**config.mk**
```make
export PLATFORM = sky130hd
export DESIGN_NAME = fp_align_stage_flat
export DESIGN_NICKNAME = d
export VERILOG_FILES = /design/src/rtl/fp_align_stage_pkg.sv /design/src/rtl/fp_align_stage_if.sv /design/src/rtl/fp_shift_ctr.sv /design/src/rtl/fp_align_stage.sv /design/src/flat_wrapper.sv
export SDC_FILE = /design/constraint.sdc
export NUM_CORES = 1
export LEC_CHECK = 0
export ABC_CLOCK_PERIOD_IN_PS = 4750
export BUFFER_PORTS_ARGS = -buffer_cell sky130_fd_sc_hd__buf_4
export CAP_MARGIN = 20
export CORE_MARGIN = 2
export CORE_UTILIZATION = 45
export DETAILED_ROUTE_END_ITERATION = 10
export PLACE_DENSITY = 0.7
export SYNTH_ARGS = -nofsm -noshare
export SYNTH_HDL_FRONTEND = slang
export SYNTH_HIERARCHICAL = 1
export SYNTH_SLANG_ARGS = --single-unit
```
**constraint.sdc**
```tcl
create_clock -name Clk -period 4.75 [get_ports Clk]
set_clock_uncertainty 0.1 [all_clocks]
set_input_delay 0.7125 -clock Clk [delete_from_list [all_inputs] [get_ports Clk]]
set_output_delay 0.7125 -clock Clk [all_outputs]
set_load 0.03 [all_outputs]
```
**src/rtl/fp_align_stage_pkg.sv**
```systemverilog
// fp_align_stage_pkg
// Shared constants, FSM encoding and an operand-unpack helper for the
// floating-point alignment stage and its down-counter.
//   EXP_W / MANT_W : IEEE single exponent and stored-fraction widths
//   AL_W           : aligned mantissa width (hidden + fraction + G/R/S)
//   MAX_SHIFT      : alignment shift cap (equals AL_W)
//   CNT_W          : shift counter width
package fp_align_stage_pkg;

    localparam int unsigned EXP_W     = 8;
    localparam int unsigned MANT_W    = 23;
    localparam int unsigned AL_W      = 27;
    localparam int unsigned MAX_SHIFT = 27;
    localparam int unsigned CNT_W     = 5;

    localparam logic [EXP_W-1:0] EXP_ALL1 = '1;

    typedef enum logic [1:0] {
        IDLE  = 2'd0,
        CMP   = 2'd1,
        SHIFT = 2'd2,
        DONE  = 2'd3
    } state_e;

    typedef struct packed {
        logic              sign;
        logic [EXP_W-1:0]  exp_raw;
        logic [EXP_W-1:0]  exp_eff;
        logic              hidden;
        logic [MANT_W-1:0] frac;
    } fp_unpack_t;

    // Denormals (exponent 0) have no hidden bit and behave as exponent 1.
    function automatic fp_unpack_t fp_unpack(input logic [31:0] x);
        fp_unpack_t u;
        u.sign    = x[31];
        u.exp_raw = x[30:23];
        u.hidden  = |x[30:23];
        u.exp_eff = u.hidden ? x[30:23] : 8'd1;
        u.frac    = x[22:0];
        return u;
    endfunction

endpackage

```
**src/rtl/fp_align_stage_if.sv**
```systemverilog
// fp_align_stage_if
// Handshake and data bundle between the operand source, the alignment
// stage and the downstream add/normalise stage.
//   in_valid/in_ready   : operand pair handshake, A/B operands
//   out_valid/out_ready : aligned result handshake
//   ExpOut, MantL, MantS, SignL, SignS, Swap, Special : aligned result
// Modports: master = surrounding logic (drives operands, consumes result),
//           slave  = the alignment stage.
interface fp_align_stage_if;
    import fp_align_stage_pkg::*;

    logic              in_valid;
    logic              in_ready;
    logic [31:0]       A;
    logic [31:0]       B;
    logic              out_valid;
    logic              out_ready;
    logic [EXP_W-1:0]  ExpOut;
    logic [AL_W-1:0]   MantL;
    logic [AL_W-1:0]   MantS;
    logic              SignL;
    logic              SignS;
    logic              Swap;
    logic              Special;

    modport master (
        output in_valid, A, B, out_ready,
        input  in_ready, out_valid, ExpOut, MantL, MantS, SignL, SignS, Swap, Special
    );

    modport slave (
        input  in_valid, A, B, out_ready,
        output in_ready, out_valid, ExpOut, MantL, MantS, SignL, SignS, Swap, Special
    );

endinterface

```
**src/rtl/fp_shift_ctr.sv**
```systemverilog
// fp_shift_ctr
// 5-bit synchronous loadable down-counter used to pace mantissa shifts.
//   Clk   : rising-edge clock
//   Rst   : synchronous active-high reset, clears Q
//   Load  : load D into Q (has priority over Dec)
//   Dec   : decrement Q by one
//   D     : load value
//   Q     : current count
//   IsOne : Q == 1, i.e. the current decrement is the last one
module fp_shift_ctr
    import fp_align_stage_pkg::*;
(
    input  logic             Clk,
    input  logic             Rst,
    input  logic             Load,
    input  logic             Dec,
    input  logic [CNT_W-1:0] D,
    output logic [CNT_W-1:0] Q,
    output logic             IsOne
);

    logic [CNT_W-1:0] r_cnt;
    logic [CNT_W-1:0] w_cnt_next;

    always_comb begin
        w_cnt_next = r_cnt;
        if (Load) begin
            w_cnt_next = D;
        end else if (Dec) begin
            w_cnt_next = r_cnt - 1'b1;
        end
    end

    always_ff @(posedge Clk) begin
        if (Rst) begin
            r_cnt <= '0;
        end else begin
            r_cnt <= w_cnt_next;
        end
    end

    assign Q     = r_cnt;
    assign IsOne = (r_cnt == CNT_W'(1));

endmodule

```
**src/rtl/fp_align_stage.sv**
```systemverilog
// fp_align_stage
// Iterative exponent compare and mantissa alignment ahead of the FP adder.
// Registers an operand pair, orders it by magnitude, then right-shifts the
// smaller mantissa one bit per clock (sticky-accumulating into bit 0) until
// both share the larger exponent, and presents the result on a valid/ready
// handshake.
//   Clk : rising-edge clock
//   Rst : synchronous active-high reset; returns to IDLE, clears all state
//   bus : fp_align_stage_if.slave (operand input, aligned result output)
module fp_align_stage
    import fp_align_stage_pkg::*;
(
    input  logic                 Clk,
    input  logic                 Rst,
    fp_align_stage_if.slave      bus
);

    state_e r_state;
    state_e w_state_next;

    logic [31:0]      r_a;
    logic [31:0]      r_b;
    logic [EXP_W-1:0] r_exp_out;
    logic [AL_W-1:0]  r_mant_l;
    logic [AL_W-1:0]  r_mant_s;
    logic             r_sign_l;
    logic             r_sign_s;
    logic             r_swap;
    logic             r_special;

    fp_unpack_t       w_ua;
    fp_unpack_t       w_ub;
    fp_unpack_t       w_ul;
    fp_unpack_t       w_us;
    logic             w_a_larger;
    logic [EXP_W-1:0] w_diff;
    logic [CNT_W-1:0] w_shift_cnt;
    logic             w_special;

    logic             w_cnt_load;
    logic             w_cnt_dec;
    logic [CNT_W-1:0] w_cnt_q;
    logic             w_cnt_is_one;

    // ---------------------------------------------------------------------
    // Compare / unpack (evaluated from the registered operands in CMP)
    // ---------------------------------------------------------------------
    always_comb begin
        w_ua = fp_unpack(r_a);
        w_ub = fp_unpack(r_b);
        // Including the hidden bit keeps the order correct when a denormal
        // (effective exponent 1) meets a normal with raw exponent 1.
        w_a_larger = (w_ua.exp_eff > w_ub.exp_eff) ||
                     ((w_ua.exp_eff == w_ub.exp_eff) &&
                      ({w_ua.hidden, w_ua.frac} >= {w_ub.hidden, w_ub.frac}));
        w_ul = w_a_larger ? w_ua : w_ub;
        w_us = w_a_larger ? w_ub : w_ua;
        w_diff = w_ul.exp_eff - w_us.exp_eff;
        w_shift_cnt = (w_diff > EXP_W'(MAX_SHIFT)) ? CNT_W'(MAX_SHIFT) : w_diff[CNT_W-1:0];
        w_special = (w_ua.exp_raw == EXP_ALL1) || (w_ub.exp_raw == EXP_ALL1);
    end

    // ---------------------------------------------------------------------
    // Shift counter
    // ---------------------------------------------------------------------
    assign w_cnt_load = (r_state == CMP);
    assign w_cnt_dec  = (r_state == SHIFT);

    fp_shift_ctr u_shift_ctr (
        .Clk   (Clk),
        .Rst   (Rst),
        .Load  (w_cnt_load),
        .Dec   (w_cnt_dec),
        .D     (w_shift_cnt),
        .Q     (w_cnt_q),
        .IsOne (w_cnt_is_one)
    );

    // ---------------------------------------------------------------------
    // FSM: state register
    // ---------------------------------------------------------------------
    always_ff @(posedge Clk) begin
        if (Rst) begin
            r_state <= IDLE;
        end else begin
            r_state <= w_state_next;
        end
    end

    // ---------------------------------------------------------------------
    // FSM: next state
    // ---------------------------------------------------------------------
    always_comb begin
        w_state_next = r_state;
        unique case (r_state)
            IDLE: begin
                if (bus.in_valid) begin
                    w_state_next = CMP;
                end
            end
            CMP: begin
                if (w_special || (w_shift_cnt == '0)) begin
                    w_state_next = DONE;
                end else begin
                    w_state_next = SHIFT;
                end
            end
            SHIFT: begin
                // The zero check only guards against a stuck counter.
                if (w_cnt_is_one || (w_cnt_q == '0)) begin
                    w_state_next = DONE;
                end
            end
            DONE: begin
                if (bus.out_ready) begin
                    w_state_next = IDLE;
                end
            end
            default: w_state_next = IDLE;
        endcase
    end

    // ---------------------------------------------------------------------
    // FSM: outputs
    // ---------------------------------------------------------------------
    always_comb begin
        bus.in_ready  = 1'b0;
        bus.out_valid = 1'b0;
        unique case (r_state)
            IDLE:    bus.in_ready  = 1'b1;
            DONE:    bus.out_valid = 1'b1;
            default: ;
        endcase
    end

    // ---------------------------------------------------------------------
    // Datapath registers
    // ---------------------------------------------------------------------
    always_ff @(posedge Clk) begin
        if (Rst) begin
            r_a       <= '0;
            r_b       <= '0;
            r_exp_out <= '0;
            r_mant_l  <= '0;
            r_mant_s  <= '0;
            r_sign_l  <= 1'b0;
            r_sign_s  <= 1'b0;
            r_swap    <= 1'b0;
            r_special <= 1'b0;
        end else begin
            unique case (r_state)
                IDLE: begin
                    if (bus.in_valid) begin
                        r_a <= bus.A;
                        r_b <= bus.B;
                    end
                end
                CMP: begin
                    r_exp_out <= w_ul.exp_raw;
                    r_mant_l  <= {w_ul.hidden, w_ul.frac, 3'b000};
                    r_mant_s  <= {w_us.hidden, w_us.frac, 3'b000};
                    r_sign_l  <= w_ul.sign;
                    r_sign_s  <= w_us.sign;
                    r_swap    <= ~w_a_larger;
                    r_special <= w_special;
                end
                SHIFT: begin
                    // Bits falling off the end fold into the sticky bit.
                    r_mant_s <= {1'b0, r_mant_s[AL_W-1:2], r_mant_s[1] | r_mant_s[0]};
                end
                default: ;
            endcase
        end
    end

    assign bus.ExpOut  = r_exp_out;
    assign bus.MantL   = r_mant_l;
    assign bus.MantS   = r_mant_s;
    assign bus.SignL   = r_sign_l;
    assign bus.SignS   = r_sign_s;
    assign bus.Swap    = r_swap;
    assign bus.Special = r_special;

endmodule

```
**src/flat_wrapper.sv**
```systemverilog
// flat-port wrapper written by rule: the top's interface ports become plain ports
module fp_align_stage_flat import fp_align_stage_pkg::*;
  (Clk, Rst, bus_in_valid, bus_A, bus_B, bus_out_ready, bus_in_ready, bus_out_valid, bus_ExpOut, bus_MantL, bus_MantS, bus_SignL, bus_SignS, bus_Swap, bus_Special);
  fp_align_stage_if bus_i ();
  input  logic Clk;
  input  logic Rst;
  input wire logic [$bits(bus_i.in_valid)-1:0] bus_in_valid;
  input wire logic [$bits(bus_i.A)-1:0] bus_A;
  input wire logic [$bits(bus_i.B)-1:0] bus_B;
  input wire logic [$bits(bus_i.out_ready)-1:0] bus_out_ready;
  output wire logic [$bits(bus_i.in_ready)-1:0] bus_in_ready;
  output wire logic [$bits(bus_i.out_valid)-1:0] bus_out_valid;
  output wire logic [$bits(bus_i.ExpOut)-1:0] bus_ExpOut;
  output wire logic [$bits(bus_i.MantL)-1:0] bus_MantL;
  output wire logic [$bits(bus_i.MantS)-1:0] bus_MantS;
  output wire logic [$bits(bus_i.SignL)-1:0] bus_SignL;
  output wire logic [$bits(bus_i.SignS)-1:0] bus_SignS;
  output wire logic [$bits(bus_i.Swap)-1:0] bus_Swap;
  output wire logic [$bits(bus_i.Special)-1:0] bus_Special;
  assign bus_i.in_valid = bus_in_valid;
  assign bus_i.A = bus_A;
  assign bus_i.B = bus_B;
  assign bus_i.out_ready = bus_out_ready;
  assign bus_in_ready = bus_i.in_ready;
  assign bus_out_valid = bus_i.out_valid;
  assign bus_ExpOut = bus_i.ExpOut;
  assign bus_MantL = bus_i.MantL;
  assign bus_MantS = bus_i.MantS;
  assign bus_SignL = bus_i.SignL;
  assign bus_SignS = bus_i.SignS;
  assign bus_Swap = bus_i.Swap;
  assign bus_Special = bus_i.Special;
  fp_align_stage u_core (.Clk(Clk), .Rst(Rst), .bus(bus_i));
endmodule
```
---- After elaboration in Yosys (flattened, before gate mapping) ----
Index checks and enable logic that the tools add are counted.
cells by class
  equality and inequality tests ........... 10
  reduce and logical (&&, ||, !) cells .... 13
  order comparisons ....................... 3
  $add $sub $neg .......................... 2
  bitwise operators ....................... 2
  multiplexer cells ....................... 15
operators with widths
  kind                                                                             number
  41-bit 2-to-1 mux                                                                2
  27-bit one-hot mux with 2 select lines                                           1
  24-bit >= comparator                                                             1
  8-bit equality test, second input constant                                       2
  8-bit 2-to-1 mux                                                                 2
  8-bit OR reduction                                                               2
  5-bit 2-to-1 mux                                                                 3
  5-bit logical NOT                                                                2
  8-bit equality test                                                              1
  8-bit by 5-bit greater-than comparator with 1-bit output, second input constant  1
  8-bit greater-than comparator                                                    1
  2-bit one-hot mux with 4 select lines                                            1
  8-bit subtractor                                                                 1
  2-bit 2-to-1 mux                                                                 3
  5-bit by 1-bit equality test with 1-bit output, second input constant            1
  5-bit by 1-bit subtractor with 5-bit output, second input constant               1
  2-bit equality test, second input constant                                       2
  1-bit logical OR                                                                 4
  2-bit inequality test, second input constant                                     2
  1-bit 2-to-1 mux                                                                 3
  3-bit AND reduction                                                              1
  2-bit by 1-bit equality test with 1-bit output, second input constant            1
  2-bit logical NOT                                                                1
  2-bit by 1-bit inequality test with 1-bit output, second input constant          1
  5 further kinds                                                                  5
word-level totals
  bits of input ports ..................... 68
  bits in registers ....................... 134

---- Logic depth before layout (Yosys ltp) ----
Gate-level depths: netlist (run 1).
  word-level depth ........................ 13
  depth in mapped cells ................... 20
  mapped depth without buffers ............ 18

---- Cells and area by module ----
Netlist (run 1), hierarchy kept.
by module, submodules not included
  module          area each (um2)  instances  cells each
  fp_align_stage  6845.3           1          863
  fp_shift_ctr    294.0            1          33

---- Worst setup path before layout (run 1) ----
No wires, ideal clock.
  path kind ............................... reg-to-reg
  start point ............................. reg u_core.r_a[27]
  end point ............................... reg u_core.u_shift_ctr.r_cnt[2] (netlist: u_core/u_shift_ctr/Q[2])
  required time ........................... 4.592 ns
  arrival time ............................ 4.688 ns
  buffers on the path ..................... 2
  path slack .............................. -0.096 ns
  stages on the path, launching flop included .. 21
  cell sequence ........................... dfxtp_1 > or4_1 > or2_2 > ha_1 > nand4_2 > nor4_2 > nand4_1 > o211ai_4 > nand2_1 > buf_2 > clkbuf_1 > nor3_1 > a21oi_1 > ha_1 > o311a_4 > a311o_1 > a22oi_4 > and3_1 > inv_1 > a21oi_1 > o21a_1
on the way
  longest elaborated chain between the ends .. 10
ends and longest elaborated chain
  item                                                                          line                   text
  from (decl)                                                                   fp_align_stage.sv:21   logic [31:0] r_a;
  from (signal assigned)                                                        fp_align_stage.sv:154  r_a <= bus.A;
  parallel branches: the longest is 6 deep, another holds 24-bit >= comparator  n/a
  8-bit subtractor (*)                                                          fp_align_stage.sv:58   w_diff = w_ul.exp_eff - w_us.exp_eff;
  8-bit by 5-bit greater-than comparator with 1-bit output                      fp_align_stage.sv:59   w_shift_cnt = (w_diff > EXP_W'(MAX_SHIFT)) ? CNT_W'(MAX_SHIFT) : w_diff[CNT_W-1:0];
  5-bit 2-to-1 mux (*)                                                          fp_align_stage.sv:59
  net u_core.w_shift_cnt[2]                                                     fp_align_stage.sv:37   logic [CNT_W-1:0] w_shift_cnt;
  5-bit 2-to-1 mux (*)                                                          fp_shift_ctr.sv:27     if (Load) begin
  to (signal assigned)                                                          fp_shift_ctr.sv:38     r_cnt <= w_cnt_next;
  to (decl)                                                                     fp_shift_ctr.sv:22     logic [CNT_W-1:0] r_cnt;
Mark *: on every way through the listed nets, which the timed path passes.
A chain may end at the register's enable or synchronous reset.

---- Worst setup path in the final report (run 1) ----
Ends and elaborated chain as after synthesis.

==> impl_metrics.toml, run 1 <==
[global_routing]
antenna_found_initial = 0
grt_max_degree = 86
grt_pass1_wl_um = 30100
grt_pass1_vias = 6035
grt_usage = 0.224
overflow = 0

[sta]
setup_violations = 0
min_period_ns = 4.42
max-slew-margin-rel = 0.336
finalSetupTns_ns = 0
whs_ns = 0.370
worst_pin_slew_ns = 0.996
rsz0062_at_grt = "false"
fmax_mhz = 226
hold_viol_final = 0
slew_violations = 0
timing.final.crit_share = 0.930

[clocking]
clkLatencyLatePin_ns = 0.42
htree_num_levels = 4
holdBufCountCts = 0
cts_sinks = 134
ctsLongestPathBuffers = 2
ctsRootBufferMaster = "clkbuf_16"
cts-buffers-inserted = 17
path_clk_slew_ns = 0.05
cts_tree = "yes"

[critical_path]
critPathMaxFanout = 6
criticalPathCategory = "reg2reg"
worstPathArrival_ns = 4.69
critPathLaunchType = "flip-flop"
end_kind = "flip-flop"
worstPathRequired_ns = 5.02

[layout]
num_antenna_cells = 0
fin_area_um2 = 8820
layout.nets = 1106
final_cells = 1224
area_growth_pct = 23.6
post_route_cells_drive_above_1_share = 0.190

[drt]
first_pass_iters = 6
avgRoutedWirePerCell_um = 14.9
first_iter_violations = 371
via_per_inst = 5.30
vias = 6487
totalWireLength_um = 18300
route.detailed.drc = 0
ant_nets = 0

[logic_synthesis]
synth.most_common_cell = "nand2_1"
synthTopCellsByCount = "nand2_1, dfxtp_1, a21oi_1"
avgSynthCellArea_um2 = 7.97
synthCells = 896
netlist.area_leader.share = 0.376
netlist_area_um2 = 7140
yosysSeqAreaShare = 0.376
yosysTopAreaCell = "dfxtp_1"
ys_ff_latch = 134
synth-edff-count = 0
synthArstFlopShare = 0
synth_cell_types = 64
ys.flop_type = "dfxtp_1"
synthTopCellsByArea = "dfxtp_1, mux2i_1, nand2_1"
yosysWarnings = 6

[die]
dieArea_um2 = 16900
fp.coreArea_um2 = 15700
start_util = 0.454
die_y_um = 130
rows = 46
die_w_um = 130
io_pins = 136

[min_path]
hp-class = "reg2reg"

[placed_design]
dp_cells = 1194
place_congestion = 0.899
port_buffers = 132
dpl-instance-area_um2 = 8260
hpwlAfterDp_um = 12600

[power]
powerDensity_nw_per_um2 = 709
vdd_ir_drop_max_v = 0.000420
p_leak_nw = 3.77
finalPower_w = 0.00626

[run]
max-cap-violations = 0

[outcome]
status = "finished clean"
timing repair:
item,in CTS,in global routing
resized for setup,0,3
endpoints found under the setup margin,0,1
setup buffers,0,2
hold endpoints to repair,0,0
cell usage in the layout (no fill, tap or decap), drive strengths merged, types with 10 or more instances in the layout:
cell      n
clkbuf   23
nor2     86
o21ai    38
mux2i    76
ha       39
a211oi   29
nand4    10
dfxtp   134
buf     148
nand2   180
inv      43
a21oi    89
nand3    13
final timing paths:
kind	from	to	slack (ns)	cells past startpoint
worst max register to register	u_core/r_a[27]$_SDFFE_PP0P_	u_core/u_shift_ctr/Q[2]$_SDFFE_PP0P_	0.33	18
worst min register to register	u_core/r_a[31]$_SDFFE_PP0P_	u_core/r_a[31]$_SDFFE_PP0P_	0.37	2
worst min-delay path	u_core/r_a[31]$_SDFFE_PP0P_	u_core/r_a[31]$_SDFFE_PP0P_	0.37	2
worst max-delay path	u_core/r_a[27]$_SDFFE_PP0P_	u_core/u_shift_ctr/Q[2]$_SDFFE_PP0P_	0.33	18
kinds of logic (layout without fill, tap and decap cells):
kind of cell / Yosys count / count (layout) / share of synthesized area
AND/OR/NAND/NOR: 329 / 329 / 0.198
flip-flops: 134 / 134 / 0.376
multiplexers: 76 / 76 / 0.107
other: 1 / 3 / 0.000525
XOR/XNOR: 6 / 6 / 0.00736
adder cells (fa/ha/maj): 39 / 39 / 0.0683
AO/OA/AOI/OAI: 202 / 202 / 0.183
buffers and inverters: 109 / 219 / 0.0608
per-stage QoR:
stage	util	setup slack (ns)
3_5_place_dp	0.526	0.260
3_3_place_gp	0.526	0.368
4_1_cts	0.559	0.252
6_report	0.562	0.332
5_1_grt	0.562	0.0249
2_1_floorplan	-	0.108
flip-flops by register name, indices dropped and copies added (netlist names):
register,cells
u_core/bus.MantL,24
u_core/r_b,32
u_core/bus.ExpOut,8
u_core/bus.MantS,27
u_core/bus.Swap,1
u_core/r_a,32
u_core/u_shift_ctr/Q,5
u_core/bus.SignS,1
u_core/bus.SignL,1
u_core/r_state,2
u_core/bus.Special,1
power breakdown:
part	switching [W]	total (W)	internal, W	leakage (nW)
Combinational	0.00208	0.00343	0.00135	2.41
Clock	0.000463	0.00119	0.000731	0.255
Sequential	0.000235	0.00164	0.00140	1.10
Total	0.00277	0.00626	0.00349	3.77
cell type report:
cell class,count,area [um2]
Multi-Input combinational cell,655,4080
Tap cell,216,270
Inverter,43,161
Clock buffer,23,468
Fill cell,1501,6890
Timing Repair Buffer,148,1110
Sequential cell,134,2680
Clock inverter,5,52.6
per-layer routing:
metal  GRT usage  routed length [um]
met1       0.304                8620
met4      0.0822                 334
met2       0.353                8440
met5           0                   0
met3      0.0476                 898
worst max-delay path, stage by stage, from the launching register on:
cell and delay (ns):
dfxtp_1 0.30, or4_1 0.54, or2_2 0.37, ha_4 0.31, nand4_4 0.11, nor4_4 0.17, nand4_1 0.22, o211ai_4 0.27
nand2_4 0.10, nor3_1 0.15, a21oi_1 0.06, ha_1 0.21, o311a_4 0.40, a311o_1 0.39, a22oi_4 0.20, and3_1 0.18
inv_1 0.04, a21oi_1 0.13, o21a_1 0.13
Note: power is estimated with default switching activity, not from simulation.
==> run 2, diff against run 1 <==
--- a/config.mk
+++ b/config.mk
@@ -10,8 +10,9 @@
 export CAP_MARGIN = 20
 export CORE_MARGIN = 2
 export CORE_UTILIZATION = 45
+export CTS_BUF_LIST = sky130_fd_sc_hd__clkbuf_8 sky130_fd_sc_hd__clkbuf_16
 export DETAILED_ROUTE_END_ITERATION = 10
-export PLACE_DENSITY = 0.7
+export PLACE_DENSITY_LB_ADDON = 0.12
 export SYNTH_ARGS = -nofsm -noshare
 export SYNTH_HDL_FRONTEND = slang
 export SYNTH_HIERARCHICAL = 1
==> run 2 against run 1 <==
Fmax shrank 1.4%; global-route usage grew 0.41 points; design area grew 0.27%; highest routed layer unchanged.
==> impl_metrics.toml, run 2 (synthesized netlist as in run 1, its figures left out) <==
[die]
die_w_um = 130
io_pins = 136
fp.coreArea_um2 = 15700
dieArea_um2 = 16900
rows = 46
die_y_um = 130
start_util = 0.454

[global_routing]
grt_pass1_wl_um = 30200
grt_usage = 0.228
grt_pass1_vias = 6076
antenna_found_initial = 0
overflow = 0
grt_max_degree = 94

[critical_path]
critPathLaunchType = "flip-flop"
critPathMaxFanout = 5
worstPathArrival_ns = 4.75
worstPathRequired_ns = 5.01
r2r_cells = 18
path_cells = "or4_1 > or2_4 > ha_4 > nand4_2 > nor4_2 > nand4_1 > o211ai_4 > nand2_4 > nor3_2 > a21oi_1 > ha_1 > o311a_4 > a311o_1 > a22oi_4 > and3_1 > inv_1 > a21oi_1 > o21a_1"
slowest_delay_ns = 0.55
crit_slowest_cell = "or4_1"
criticalPathCategory = "reg2reg"
end_kind = "flip-flop"
path_common_cell = "a21oi_1"

[layout]
area_growth_pct = 23.9
final_common_cell = "nand2_1"
fill_cells = 1554
layout_common_cells = "nand2_1, buf_4, dfxtp_1"
post_route_cells_drive_above_1_share = 0.196
layout.nets = 1106
utilization = 0.563
num_antenna_cells = 0

[min_path]
hp-class = "reg2reg"
whs_path_depth = 2

[sta]
worst_pin_slew_ns = 0.991
setup_ws_ns = 0.268
max-slew-margin-rel = 0.340
whs_ns = 0.372
slew_violations = 0
fmax_mhz = 223
setup_violations = 0
timing.final.crit_share = 0.944
rsz0062_at_grt = "false"
hold_viol_final = 0
finalSetupTns_ns = 0
min_period_ns = 4.48

[clocking]
clkLatencyLatePin_ns = 0.42
ctsLongestPathBuffers = 2
path_clk_slew_ns = 0.05
ctsRootBufferMaster = "clkbuf_16"
cts-buffers-inserted = 17
cts_sinks = 134
htree_num_levels = 4
cts_tree = "yes"

[drt]
first_iter_violations = 481
via_per_inst = 5.25
totalWireLength_um = 18500
first_pass_iters = 5
avgRoutedWirePerCell_um = 15.1
ant_nets = 0
vias = 6448
route.detailed.drc = 0

[power]
vdd_ir_drop_max_v = 0.000461
p_leak_nw = 3.80
powerDensity_nw_per_um2 = 709

[outcome]
status = "finished clean"

[placed_design]
place_congestion = 0.875
port_buffers = 132
hpwlAfterDp_um = 12700
dp_slack_ns = 0.301

[run]
max-cap-violations = 0
==> run 2: cell type report <==
class                           instances  area [um2]  share of cell area
Clock buffer                           20         467              0.0527
Clock inverter                         12        87.6             0.00990
Inverter                               43         161              0.0182
Multi-Input combinational cell        655        4070               0.460
Sequential cell                       134        2680               0.303
Tap cell                              216         270              0.0305
Timing Repair Buffer                  148        1110               0.126
==> run 2: path summary, 6_finish.rpt <==
| check | slack (ns) | startpoint | to |
|---|---|---|---|
| hold / removal | 0.37 | u_core/r_b[31]$_SDFFE_PP0P_ | u_core/r_b[31]$_SDFFE_PP0P_ |
| setup reg to reg | 0.27 | u_core/r_a[27]$_SDFFE_PP0P_ | u_core/u_shift_ctr/Q[2]$_SDFFE_PP0P_ |
| setup / recovery | 0.27 | u_core/r_a[27]$_SDFFE_PP0P_ | u_core/u_shift_ctr/Q[2]$_SDFFE_PP0P_ |
| hold reg to reg | 0.37 | u_core/r_b[31]$_SDFFE_PP0P_ | u_core/r_b[31]$_SDFFE_PP0P_ |
==> run 2: report_power, final <==
| group | total, W | internal (W) | leakage [nW] | switching, W |
|---|---|---|---|---|
| registers | 0.00163 | 0.00140 | 1.10 | 0.000230 |
| clock network | 0.00123 | 0.000749 | 0.289 | 0.000481 |
| logic | 0.00341 | 0.00134 | 2.41 | 0.00208 |
==> run 2: critical path: cells and delay by family (launching register included) <==
family	cells	cell delay, ns
compound gates	7	1.56
fa+ha+maj	2	0.49
flops	1	0.31
buf+inv	1	0.04
simple gates	8	1.93
==> run 2: metal layers <==
layer  vias up  track usage  wire [um]
met4         0       0.0708        201
met3        21       0.0414        684
li1       3289            -          -
met2       132        0.370       8720
met1      3006        0.310       8920
met5         -            0          0
==> run 2: stage by stage <==
stage               total power [W]  cell area (um2)  std cells
finish                      0.00628             8850       1228
floorplan                   0.00414             7150        898
global route                0.00675             8850       1228
CTS                         0.00628             8820       1227
detailed placement          0.00502             8270       1195
global placement            0.00500             8270       1195
==> run 2: timing repair <==
item	CTS	global route
hold buffers	0	0
setup buffers	0	1
endpoints found under the setup margin	0	1
gates resized for setup	0	3
==> run 3, diff against run 2 <==
--- a/config.mk
+++ b/config.mk
@@ -8,6 +8,7 @@
 export ABC_CLOCK_PERIOD_IN_PS = 4750
 export BUFFER_PORTS_ARGS = -buffer_cell sky130_fd_sc_hd__buf_4
 export CAP_MARGIN = 20
+export CORE_ASPECT_RATIO = 1.2
 export CORE_MARGIN = 2
 export CORE_UTILIZATION = 45
 export CTS_BUF_LIST = sky130_fd_sc_hd__clkbuf_8 sky130_fd_sc_hd__clkbuf_16
==> run 3 against run 2 <==
Critical path depth stayed put; sequential power about the same; die area barely moved; critical path type unchanged; highest routed layer unchanged.
==> impl_metrics.toml, run 3 (synthesized netlist as in run 1, its figures left out) <==
[sta]
hold_viol_final = 0
setup_ws_ns = 0.246
min_period_ns = 4.50
worst_pin_slew_ns = 0.982
finalSetupTns_ns = 0
slew_violations = 0
fmax_mhz = 222
max-slew-margin-rel = 0.345
timing.final.crit_share = 0.948
setup_violations = 0
whs_ns = 0.371

[power]
p_int_w = 0.00369
p_leak_nw = 3.83
finalPower_w = 0.00652
switchingPower_w = 0.00284
powerDensity_nw_per_um2 = 728
swShare = 0.435
sequentialPowerShare = 0.251
vdd_ir_drop_max_v = 0.000520
p_clk_frac = 0.217
combPwrFrac = 0.532

[global_routing]
grt_usage = 0.230
met2_usage = 0.413
grt_pass1_wl_um = 30900
overflow = 0
grt_pass1_vias = 6183
grt_max_degree = 96
grtUsageMet3 = 0.0533
top_usage_layer = "met2"
antenna_found_initial = 0
gr-usage-met1 = 0.268

[layout]
final_common_cell = "nand2_1"
final_cells = 1221
layout.nets = 1108
fill_cells = 1491
area_growth_pct = 25.5
post_route_cells_drive_above_1_share = 0.200
layout_common_cells = "nand2_1, buf_4, dfxtp_1"
num_antenna_cells = 0

[critical_path]
crit_slowest_cell = "or4_4"
slowest_delay_ns = 0.56
path_cells = "or4_4 > or2_4 > ha_4 > nand4_4 > nor4_4 > nand4_1 > o211ai_4 > nand2_4 > nor3_1 > a21oi_1 > ha_1 > o311a_4 > a311o_1 > a22oi_4 > and3_1 > inv_1 > a21oi_1 > o21a_1"
critPathLaunchType = "flip-flop"
critPathMaxFanout = 4
end_kind = "flip-flop"
path_common_cell = "a21oi_1"
worstPathArrival_ns = 4.77
worstPathRequired_ns = 5.02
cp_top_family = "simple AND/OR/NAND/NOR gates"
path_buf_inv = 1
criticalPathCategory = "reg2reg"

[drt]
first_iter_violations = 426
ant_nets = 0
totalWireLength_um = 19100
first_pass_iters = 5
avgRoutedWirePerCell_um = 15.7
via_per_inst = 5.30
vias = 6474
route.detailed.drc = 0

[clocking]
ctsLongestPathBuffers = 2
holdBufCountCts = 0
ctsRootBufferMaster = "clkbuf_16"
cts-buffers-inserted = 17
clkLatencyLatePin_ns = 0.43
cts_tree = "yes"
cts_sinks = 134
htree_num_levels = 4
path_clk_slew_ns = 0.06

[placed_design]
dp_cells = 1190
place_congestion = 0.909
dp_slack_ns = 0.238
hpwlAfterDp_um = 13400
port_buffers = 132

[die]
rows = 50
fp.coreArea_um2 = 15600
io_pins = 136
start_util = 0.458
die_w_um = 119
dieArea_um2 = 16900
die_y_um = 142

[run]
max-cap-violations = 0

[min_path]
hp-class = "reg2reg"

[outcome]
status = "finished clean"
-- run 3: cell count changes in the layout (fill, tap and decap cells not counted), sizes merged --
cell,change
buf,+2
bufinv,+3
clkinv,-2
inv,-2
-- run 3: per-stage QoR --
stage / cell area, um2 / utilization
final: 8960 / 0.575
after global routing: 8960 / 0.575
after CTS: 8920 / 0.573
after detailed placement: 8280 / 0.531
after global placement: 8280 / 0.531
after floorplan: 7150 / -
-- run 3: layer usage --
| metal | vias up | part of all wire |
|---|---|---|
| li1 | 3290 | - |
| met1 | 3014 | 0.43 |
| met2 | 147 | 0.51 |
| met3 | 23 | 0.040 |
| met4 | 0 | 0.016 |
| met5 | - | 0 |
-- run 3: layout make-up --
| type | instances | area [um2] | area share |
|---|---|---|---|
| multi-input cells | 655 | 4090 | 0.456 |
| flip-flops and latches | 134 | 2680 | 0.299 |
| repair buffers | 150 | 1130 | 0.126 |
| clock buffers | 20 | 467 | 0.0521 |
| well taps | 208 | 260 | 0.0291 |
| clock inverters | 11 | 173 | 0.0193 |
| inverters | 43 | 161 | 0.0180 |
-- run 3: power by group through the flow --
| stage | Sequential (W) | Clock (W) | Combinational [W] |
|---|---|---|---|
| 2_1_floorplan | 0.00190 | 0 | 0.00224 |
| 3_3_place_gp | 0.00166 | 0 | 0.00339 |
| 3_5_place_dp | 0.00166 | 0 | 0.00341 |
| 4_1_cts | 0.00164 | 0.00144 | 0.00343 |
| 5_1_grt | 0.00168 | 0.00149 | 0.00379 |
| 6_report | 0.00164 | 0.00142 | 0.00347 |
-- run 3: worst paths after layout --
kind | from | to | slack [ns] | cells after the start
max | u_core/r_a[27]$_SDFFE_PP0P_ | u_core/u_shift_ctr/Q[2]$_SDFFE_PP0P_ | 0.25 | 18
min | u_core/r_b[31]$_SDFFE_PP0P_ | u_core/r_b[31]$_SDFFE_PP0P_ | 0.37 | 2
max reg2reg | u_core/r_a[27]$_SDFFE_PP0P_ | u_core/u_shift_ctr/Q[2]$_SDFFE_PP0P_ | 0.25 | 18
min reg2reg | u_core/r_b[31]$_SDFFE_PP0P_ | u_core/r_b[31]$_SDFFE_PP0P_ | 0.37 | 2
-- run 3: what timing repair did --
action	CTS	global route
buffers inserted	0	0
hold endpoints to repair	0	0
gates resized for setup	0	6
setup endpoints to repair	0	3
-- run 3: worst register-to-register path: cells and delay by family (launching register included) --
family	cells	cell delay, ns
AND/OR/NAND/NOR	8	1.91
flip-flops	1	0.32
buffers and inverters	1	0.04
adder cells (fa/ha/maj)	2	0.51
AO/OA/AOI/OAI	7	1.59
